==> config.mk <==
export PLATFORM = sky130hd
export DESIGN_NAME = mult_eval_ctrl
export DESIGN_NICKNAME = d
export VERILOG_FILES = /design/src/rtl/mult_dse_pkg.sv /design/src/rtl/mult_golden_cmp.sv /design/src/rtl/mult_eval_ctrl.sv
export SDC_FILE = /design/constraint.sdc
export NUM_CORES = 1
export LEC_CHECK = 0
export CAP_MARGIN = 5
export CORE_ASPECT_RATIO = 0.75
export CORE_MARGIN = 1
export CORE_UTILIZATION = 45
export DETAILED_ROUTE_END_ITERATION = 10
export PLACE_DENSITY = 0.71
export SLEW_MARGIN = 30
export SYNTH_ARGS = -nofsm -noshare
export SYNTH_HDL_FRONTEND = slang
export SYNTH_SLANG_ARGS = --single-unit
==> constraint.sdc <==
create_clock -name clk -period 2 [get_ports clk]
set_input_delay 0.3 -clock clk [delete_from_list [all_inputs] [get_ports clk]]
set_output_delay 0.3 -clock clk [all_outputs]
set_load 0.1 [all_outputs]
==> src/rtl/mult_dse_pkg.sv <==
// Shared types and sizing helpers for multiplier candidate evaluation blocks.
// No logic here; all sizes derive from the operand width.
// Not applicable (package only).
package mult_dse_pkg;

    // Sweep sequencer states.
    typedef enum logic [1:0] {
        IDLE  = 2'd0,
        SWEEP = 2'd1,
        DONE  = 2'd2
    } state_t;

    // Largest supported per-vector settle wait and the counter width that holds it.
    localparam int SETTLE_MAX = 15;
    localparam int SETTLE_CW  = 4;

    // Product width for a given operand width.
    function automatic int prod_w(input int w);
        return 2 * w;
    endfunction

    // Number of operand pairs in an exhaustive sweep.
    function automatic int vec_count(input int w);
        return 1 << (2 * w);
    endfunction

    // Error counter width: must hold vec_count(w) itself, hence one extra bit.
    function automatic int errcnt_w(input int w);
        return 2 * w + 1;
    endfunction

endpackage

==> src/rtl/mult_golden_cmp.sv <==
// Reference multiply of a*b and compare against a candidate product.
// Purely combinational, zero cycles.
// No handshake; output follows inputs.
module mult_golden_cmp
    import mult_dse_pkg::*;
#(
    parameter int WIDTH = 2
) (
    input  logic [WIDTH-1:0]   a,
    input  logic [WIDTH-1:0]   b,
    input  logic [2*WIDTH-1:0] p,
    output logic               mismatch
);

    localparam int PW = prod_w(WIDTH);

    logic [PW-1:0] golden;

    // Zero-extend both operands so the product is computed at full width.
    always_comb begin
        golden   = PW'(a) * PW'(b);
        mismatch = (p != golden);
    end

endmodule

==> src/rtl/mult_eval_ctrl.sv <==
// Exhaustive operand sweep of one candidate multiplier, counting mismatches vs a golden product.
// start at edge k -> done from edge k + 2^(2*WIDTH)*(SETTLE+1).
// No backpressure: start is only taken in IDLE/DONE, abort only in SWEEP.
module mult_eval_ctrl
    import mult_dse_pkg::*;
#(
    parameter int WIDTH  = 2,
    parameter int SETTLE = 0
) (
    input  logic                 clk,
    input  logic                 rst_n,
    input  logic                 start,
    input  logic                 abort,
    output logic [WIDTH-1:0]     mul_a,
    output logic [WIDTH-1:0]     mul_b,
    input  logic [2*WIDTH-1:0]   mul_p,
    output logic                 busy,
    output logic                 done,
    output logic                 pass,
    output logic [2*WIDTH:0]     err_count,
    output logic                 first_err_valid,
    output logic [WIDTH-1:0]     first_err_a,
    output logic [WIDTH-1:0]     first_err_b,
    output logic [2*WIDTH-1:0]   first_err_p
);

    localparam int PW  = prod_w(WIDTH);
    localparam int ECW = errcnt_w(WIDTH);
    localparam logic [SETTLE_CW-1:0] SETTLE_L = SETTLE_CW'(SETTLE);

    state_t              state, state_nxt;
    logic [PW-1:0]       idx;
    logic [SETTLE_CW-1:0] settle_cnt;
    logic                settle_last;
    logic                idx_last;
    logic                mismatch;
    logic                sweep_clr;
    logic                sweep_abort;
    logic                vec_end;

    // Operands are the two halves of the vector index; B is the fast-moving half.
    assign mul_a = idx[PW-1:WIDTH];
    assign mul_b = idx[WIDTH-1:0];

    assign settle_last = (settle_cnt == SETTLE_L);
    assign idx_last    = (idx == {PW{1'b1}});

    assign busy = (state == SWEEP);
    assign done = (state == DONE);
    assign pass = (state == DONE) && (err_count == '0);

    mult_golden_cmp #(
        .WIDTH (WIDTH)
    ) u_golden_cmp (
        .a        (mul_a),
        .b        (mul_b),
        .p        (mul_p),
        .mismatch (mismatch)
    );

    // State register.
    always_ff @(posedge clk or negedge rst_n) begin
        if (!rst_n) begin
            state <= IDLE;
        end else begin
            state <= state_nxt;
        end
    end

    // Next state and per-edge datapath controls; abort outranks the vector compare.
    always_comb begin
        state_nxt   = state;
        sweep_clr   = 1'b0;
        sweep_abort = 1'b0;
        vec_end     = 1'b0;
        case (state)
            IDLE, DONE: begin
                if (start) begin
                    state_nxt = SWEEP;
                    sweep_clr = 1'b1;
                end
            end
            SWEEP: begin
                if (abort) begin
                    state_nxt   = IDLE;
                    sweep_abort = 1'b1;
                end else if (settle_last) begin
                    vec_end = 1'b1;
                    if (idx_last) begin
                        state_nxt = DONE;
                    end
                end
            end
            default: begin
                state_nxt = IDLE;
            end
        endcase
    end

    // Vector index, settle counter and result registers; results survive an abort.
    always_ff @(posedge clk or negedge rst_n) begin
        if (!rst_n) begin
            idx             <= '0;
            settle_cnt      <= '0;
            err_count       <= '0;
            first_err_valid <= 1'b0;
            first_err_a     <= '0;
            first_err_b     <= '0;
            first_err_p     <= '0;
        end else if (sweep_clr) begin
            idx             <= '0;
            settle_cnt      <= '0;
            err_count       <= '0;
            first_err_valid <= 1'b0;
            first_err_a     <= '0;
            first_err_b     <= '0;
            first_err_p     <= '0;
        end else if (sweep_abort) begin
            idx        <= '0;
            settle_cnt <= '0;
        end else if (vec_end) begin
            if (mismatch) begin
                err_count <= err_count + ECW'(1);
                if (!first_err_valid) begin
                    first_err_valid <= 1'b1;
                    first_err_a     <= mul_a;
                    first_err_b     <= mul_b;
                    first_err_p     <= mul_p;
                end
            end
            settle_cnt <= '0;
            if (!idx_last) begin
                idx <= idx + PW'(1);
            end
        end else if (state == SWEEP) begin
            settle_cnt <= settle_cnt + SETTLE_CW'(1);
        end
    end

endmodule

# Yosys cells after proc, flatten, opt, wreduce, memory -nomap -nowiden
# Index checks and enable logic that the tools add are counted.
totals:
  mem_count: 0
  romBits: 0
  inputBits: 8
  output_inout_bits: 21
  latchBits: 0
  mem_bits_rw: 0
  regBits: 24
  elab_cells: 78
op_classes:
  mul: 1
  div_mod_pow: 0
  reduce_logical: 13
  n_eq_ne: 10
  order_cmp: 0
  addsub: 3
  bitwise: 0
  shifts: 0
  n_mux: 43
ops:
  columns: ["operator", "count"]
  rows:
  - ["2-to-1 mux 4 bit", 13]
  - ["2-to-1 mux 2 bit", 14]
  - ["2-to-1 mux 5 bit", 4]
  - ["2-to-1 mux 1 bit", 11]
  - ["adder 4 x 1 -> 4 bit (second input constant)", 2]
  - ["!= test 3 x 2 -> 1 bit (second input constant)", 2]
  - ["AND reduction 3 bit", 2]
  - ["adder 5 x 1 -> 5 bit (second input constant)", 1]
  - ["zero test 5 bit", 1]
  - ["equality test 4 bit (second input constant)", 1]
  - ["zero test 4 bit", 1]
  - ["multiplier 2 x 2 -> 4 bit", 1]
  - ["!= test 2 bit (second input constant)", 2]
  - ["!= test 4 bit", 1]
  - ["case mux 2 bit (2 select lines)", 1]
  - ["AND reduction 4 bit", 1]
  - ["nonzero test 2 bit", 2]
  - ["nonzero test 4 bit", 1]
  - ["!= test 3 x 1 -> 1 bit (second input constant)", 1]
  - ["nonzero test 3 bit", 1]
  - ["equality test 2 x 1 -> 1 bit (second input constant)", 1]
  - ["equality test 2 bit (second input constant)", 1]
  - ["zero test 2 bit", 1]
  - ["!= test 2 x 1 -> 1 bit (second input constant)", 1]
  - ["other kinds (3)", 3]

# Longest topological paths before layout
# Gate-level depths: netlist of the first run.
logic_depth:
  depth_word: 7
  depth_mapped: 7
  depth_no_buf: 7

# Modules after synthesis
# From an unflattened synthesis of the first run, not the netlist that was laid out.
hier_totals:
  hier_cells: 144
  hier_area_um2: 1341.3
modules_own_cells:
  columns: ["mod", "instances", "cells_per_inst", "seq_area_each_um2", "area_per_inst_um2"]
  rows:
  - ["mult_eval_ctrl", 1, 133, 600.6, 1251.2]
  - ["mult_golden_cmp", 1, 11, 0.0, 90.1]

# Worst setup path after synthesis of the first run
# OpenSTA, ideal clock, no wires.
synth_timing:
  path_type: "reg2out"
  startpoint: "register err_count[0]"
  endpoint: "output pass"
  path_buffers: 0
  setup_slack_ns: -2.260
  path_stages_with_launch: 5
  required_time_ns: 1.700
  arrival_time_ns: 3.960
  cell_sequence: "dfrtp_1 inv_1 ha_1 nand2b_1 nor4_1"
synth_via:
  elab_chain_cells: 2
synth_rtl:
  columns: ["element", "line", "source"]
  rows:
  - ["start, declared", "mult_eval_ctrl.sv:20", "output logic [2*WIDTH:0] err_count,"]
  - ["start signal, assigned", "mult_eval_ctrl.sv:123", "err_count <= err_count + ECW'(1);"]
  - ["zero test 5 bit", "mult_eval_ctrl.sv:50", "assign pass = (state == DONE) && (err_count == '0);"]
  - ["logical AND 1 bit", "mult_eval_ctrl.sv:50", null]
  - ["end, declared", "mult_eval_ctrl.sv:19", "output logic pass,"]
# No other way between the ends.

# Final worst setup path of the first run
layout_timing:
  startpoint: "register idx[1]"
  endpoint: "register first_err_p[3]"
layout_via:
  elab_chain_cells: 4
layout_rtl:
  columns: ["element", "line", "source"]
  rows:
  - ["start, declared", "mult_eval_ctrl.sv:32", "logic [PW-1:0] idx;"]
  - ["start signal, assigned", "mult_eval_ctrl.sv:133", "idx <= idx + PW'(1);"]
  - ["multiplier 2 x 2 -> 4 bit", "mult_golden_cmp.sv:21", "golden = PW'(a) * PW'(b);"]
  - ["!= test 4 bit", "mult_golden_cmp.sv:22", "mismatch = (p != golden);"]
  - ["nonzero test 2 bit (no source line)", null, null]
  - ["AND reduction 4 bit (no source line)", null, null]
  - ["end signal, assigned", "mult_eval_ctrl.sv:128", "first_err_p <= mul_p;"]
  - ["end, declared", "mult_eval_ctrl.sv:24", "output logic [2*WIDTH-1:0] first_err_p"]
# No other way between the ends.
# A chain may end at the register's enable or synchronous reset.

==> results.sh, run 1 <==
export IMPL_first_pass_iters=4
export IMPL_coreArea_sq_um=2940
export IMPL_path_cells="and2_4, ha_4, ha_4, xnor2_2, and4_4, a22o_4, a22o_1"
export IMPL_ios=29
export IMPL_pwr_share_comb_pct=49.9
export IMPL_power_switching_w=0.000911
export IMPL_synthArstFlopShare_pct=100
export IMPL_fillers=236
export IMPL_die_w_microns=66.2
export IMPL_cp_common_cell="ha_4"
export IMPL_power_density_nw_per_um2=982
export IMPL_clock_sinks=24
export IMPL_wirelength_microns=3260
export IMPL_dieArea_sq_um=3320
export IMPL_synth_edf_count=0
export IMPL_numPortBuffers=28
export IMPL_critical_path_buf_inv_count=0
export IMPL_synth_flop_cell="dfrtp_1"
export IMPL_irDropWorstVdd_v=0.000703
export IMPL_antenna_cells=0
export IMPL_synth_seq_area_share_pct=43.2
export IMPL_cts_inserted_buffers=3
export IMPL_grt_pass1_vias=1185
export IMPL_start_util_pct=47.4
export IMPL_layout_commonest_cell="buf_4"
export IMPL_area_growth_pct=41.5
export IMPL_hp_class="primary input to asynchronous set/reset pin"
export IMPL_yosysUniqueCellTypes=37
export IMPL_syn_inst=129
export IMPL_finClkSkew_ns=0.00668
export IMPL_drive_gt1_share_pct=41.0
export IMPL_grt_first_pass_wirelength_microns=5610
export IMPL_netlist_area_sq_um=1390
export IMPL_cpPeakStageDelay_ns=0.51
export IMPL_cts_root_buf="clkbuf_8"
export IMPL_drtIter0Drc=58
export IMPL_synth_fp_nets=144
export IMPL_cp_top_family="flip-flops"
export IMPL_setup_viol=0
export IMPL_max_cap_violations=0
export IMPL_critical_path_startpoint="idx[1]$_DFFE_PN0P_"
export IMPL_crit_type="register to register"
export IMPL_grt_max_degree=25
export IMPL_timing_final_crit_share_pct=97.8
export IMPL_cts_buffer_depth=2
export IMPL_switching_share_pct=47.2
export IMPL_hold_viol=0
export IMPL_fin_nets=189
export IMPL_slew_headroom_pct=75.5
export IMPL_grt_total_usage_pct=23.0
export IMPL_wl_per_cell_microns=15.4
export IMPL_seq_power_share_pct=33.0
export IMPL_cp_data_required_time_ns=2.16
export IMPL_insertion_delay_ns=0.27
export IMPL_die_h_microns=50.1
export IMPL_critPathCaptureType="register"
export IMPL_antenna_found_initial=0
export IMPL_status="finished clean"
export IMPL_drtAntennaViolNets=0
export IMPL_worst_slew_pin_slew_ns=0.368
export IMPL_p_int_w=0.00102
export IMPL_p_leak_nw=0.884
export IMPL_crit_arrival_ns=2.11
export IMPL_detailed_place_hpwl_microns=2530
export IMPL_rr_startpoint="idx[1]$_DFFE_PN0P_"
export IMPL_cts_tree="yes"
export IMPL_rows=17
export IMPL_clock_power_share_pct=17.1
export IMPL_regArea_sq_um=627
export IMPL_yosysWarnings=0
export IMPL_viasPerCell=5.57
export IMPL_crit_slowest_cell="dfrtp_4"
export IMPL_startpoint_type="register"
export IMPL_synth_seq_cells=24
export IMPL_cts_clk_slew_worst_paths_ns=0.09
export IMPL_place_congestion=0.781
export IMPL_worst_r2r_endpoint="first_err_p[3]$_DFFE_PN0P_"
export IMPL_worst_r2r_setup_slack_ns=0.04
export IMPL_clock_fmax_mhz=511
export IMPL_tns_ns=0
export IMPL_grt_ovfl_total=0
export IMPL_final_cell_mix="31 x buf_4, 15 x dfrtp_1, 10 x nand2_1, 8 x a22o_1, 7 x clkdlybuf4s50_1"
export IMPL_whs_ns=0.373
export IMPL_multi_input_area_sq_um=848
export IMPL_crit_path_max_fanout=8
export IMPL_final_max_slew_viol_count=0
export IMPL_reg2reg_depth=7
export IMPL_syn_area_per_cell_sq_um=10.8
export IMPL_drcViolationCount=0
export IMPL_htreeDepth=1
export IMPL_finalCriticalPeriod_ns=1.96
export IMPL_vias=1175
[how the worst max path moves through the flow]
stage | to | slack [ns] | depth (start not counted)
6_report | first_err_p[3]$_DFFE_PN0P_ | 0.04 | 7
5_1_grt | first_err_p[3]$_DFFE_PN0P_ | -0.006 | 7
4_1_cts | first_err_p[3]$_DFFE_PN0P_ | 0.006 | 7
3_5_place_dp | first_err_p[1]$_DFFE_PN0P_ | 0.006 | 7
3_3_place_gp | first_err_a[1]$_DFFE_PN0P_ | 0.06 | 7
2_1_floorplan | pass | -0.26 | 4
[cells in the mapped netlist (3+ instances only)]
master | count | area (sq um)
a21oi_1 | 4 | 20.0
a22o_1 | 8 | 70.1
a32oi_1 | 3 | 26.3
and2_1 | 6 | 37.5
and3_1 | 3 | 18.8
dfrtp_1 | 24 | 601
ha_1 | 7 | 87.6
inv_1 | 7 | 26.3
nand2_1 | 10 | 37.5
nand2b_1 | 4 | 25.0
nand3_1 | 6 | 30.0
nor2_1 | 6 | 22.5
o21ai_0 | 3 | 15.0
o41ai_1 | 3 | 26.3
xnor2_1 | 4 | 35.0
xor2_1 | 3 | 26.3
[power by group through the flow]
stage	combinational (W)	clock, W	sequential, W
floorplan	0.000307	0	0.00106
detailed placement	0.000959	0	0.000643
finish	0.000964	0.000330	0.000638
global route	0.00102	0.000355	0.000649
CTS	0.000960	0.000334	0.000636
global placement	0.000944	0	0.000641
[metrics by stage]
step	util, %	power (W)	area [sq um]	worst slack (ns)	std cells
floorplan	-	0.00137	1490	-0.261	129
global placement	63.6	0.00159	1870	0.0643	203
detailed placement	63.6	0.00160	1870	0.00614	203
CTS	65.7	0.00193	1930	0.00623	208
global route	67.0	0.00203	1970	-0.00637	211
finish	67.0	0.00193	1970	0.0445	211
[state kept, by name (all words and copies together), names as in the netlist]
signal and flops:
first_err_p 4, first_err_b 2, state 2, first_err_a 2, err_count 5, idx 4, settle_cnt 4, first_err_valid 1
[worst reg2reg max path: stages (launching register included)]
cell     delay, ns
dfrtp_4       0.51
and2_4        0.16
ha_4          0.16
ha_4          0.23
xnor2_2       0.13
and4_4        0.17
a22o_4        0.28
a22o_1        0.19
[final cells by class]
type                    instances  share of cell area, %
multi-input cells              97                   43.1
flip-flops and latches         24                   31.9
repair buffers                 41                   18.4
clock buffers                   4                   2.80
well taps                      38                   2.42
inverters                       7                   1.34
[per-layer routing]
layer	GRT usage [%]	vias up	part of all wire, %
met5	0	-	0
li1	-	565	-
met1	34.1	565	50
met4	10.3	0	1.1
met3	5.68	5	5.0
met2	31.5	40	44
[cell families after synthesis]
group	Yosys count	synth area share (%)
compound gates	30	18.5
fa+ha+maj	7	6.30
mux	2	1.44
xor+xnor	7	4.41
simple gates	51	23.9
buf+inv	8	2.25
flops	24	43.2
[timing repair]
action                                  4_1_cts  5_1_grt
resized for setup                             0        2
hold buffers                                  0        0
cloned                                        0        0
endpoints found under the setup margin        2       12
pin swaps                                     0        2
buffers inserted                              1        3
Power figures use the tool's default switching activity.
==> run 2, diff against run 1 <==
Settings changed: CTS_CLUSTER_DIAMETER set to 150.
==> results of run 2 <==
Same layout as run 1: the final DEF is identical, and so are final timing and power.
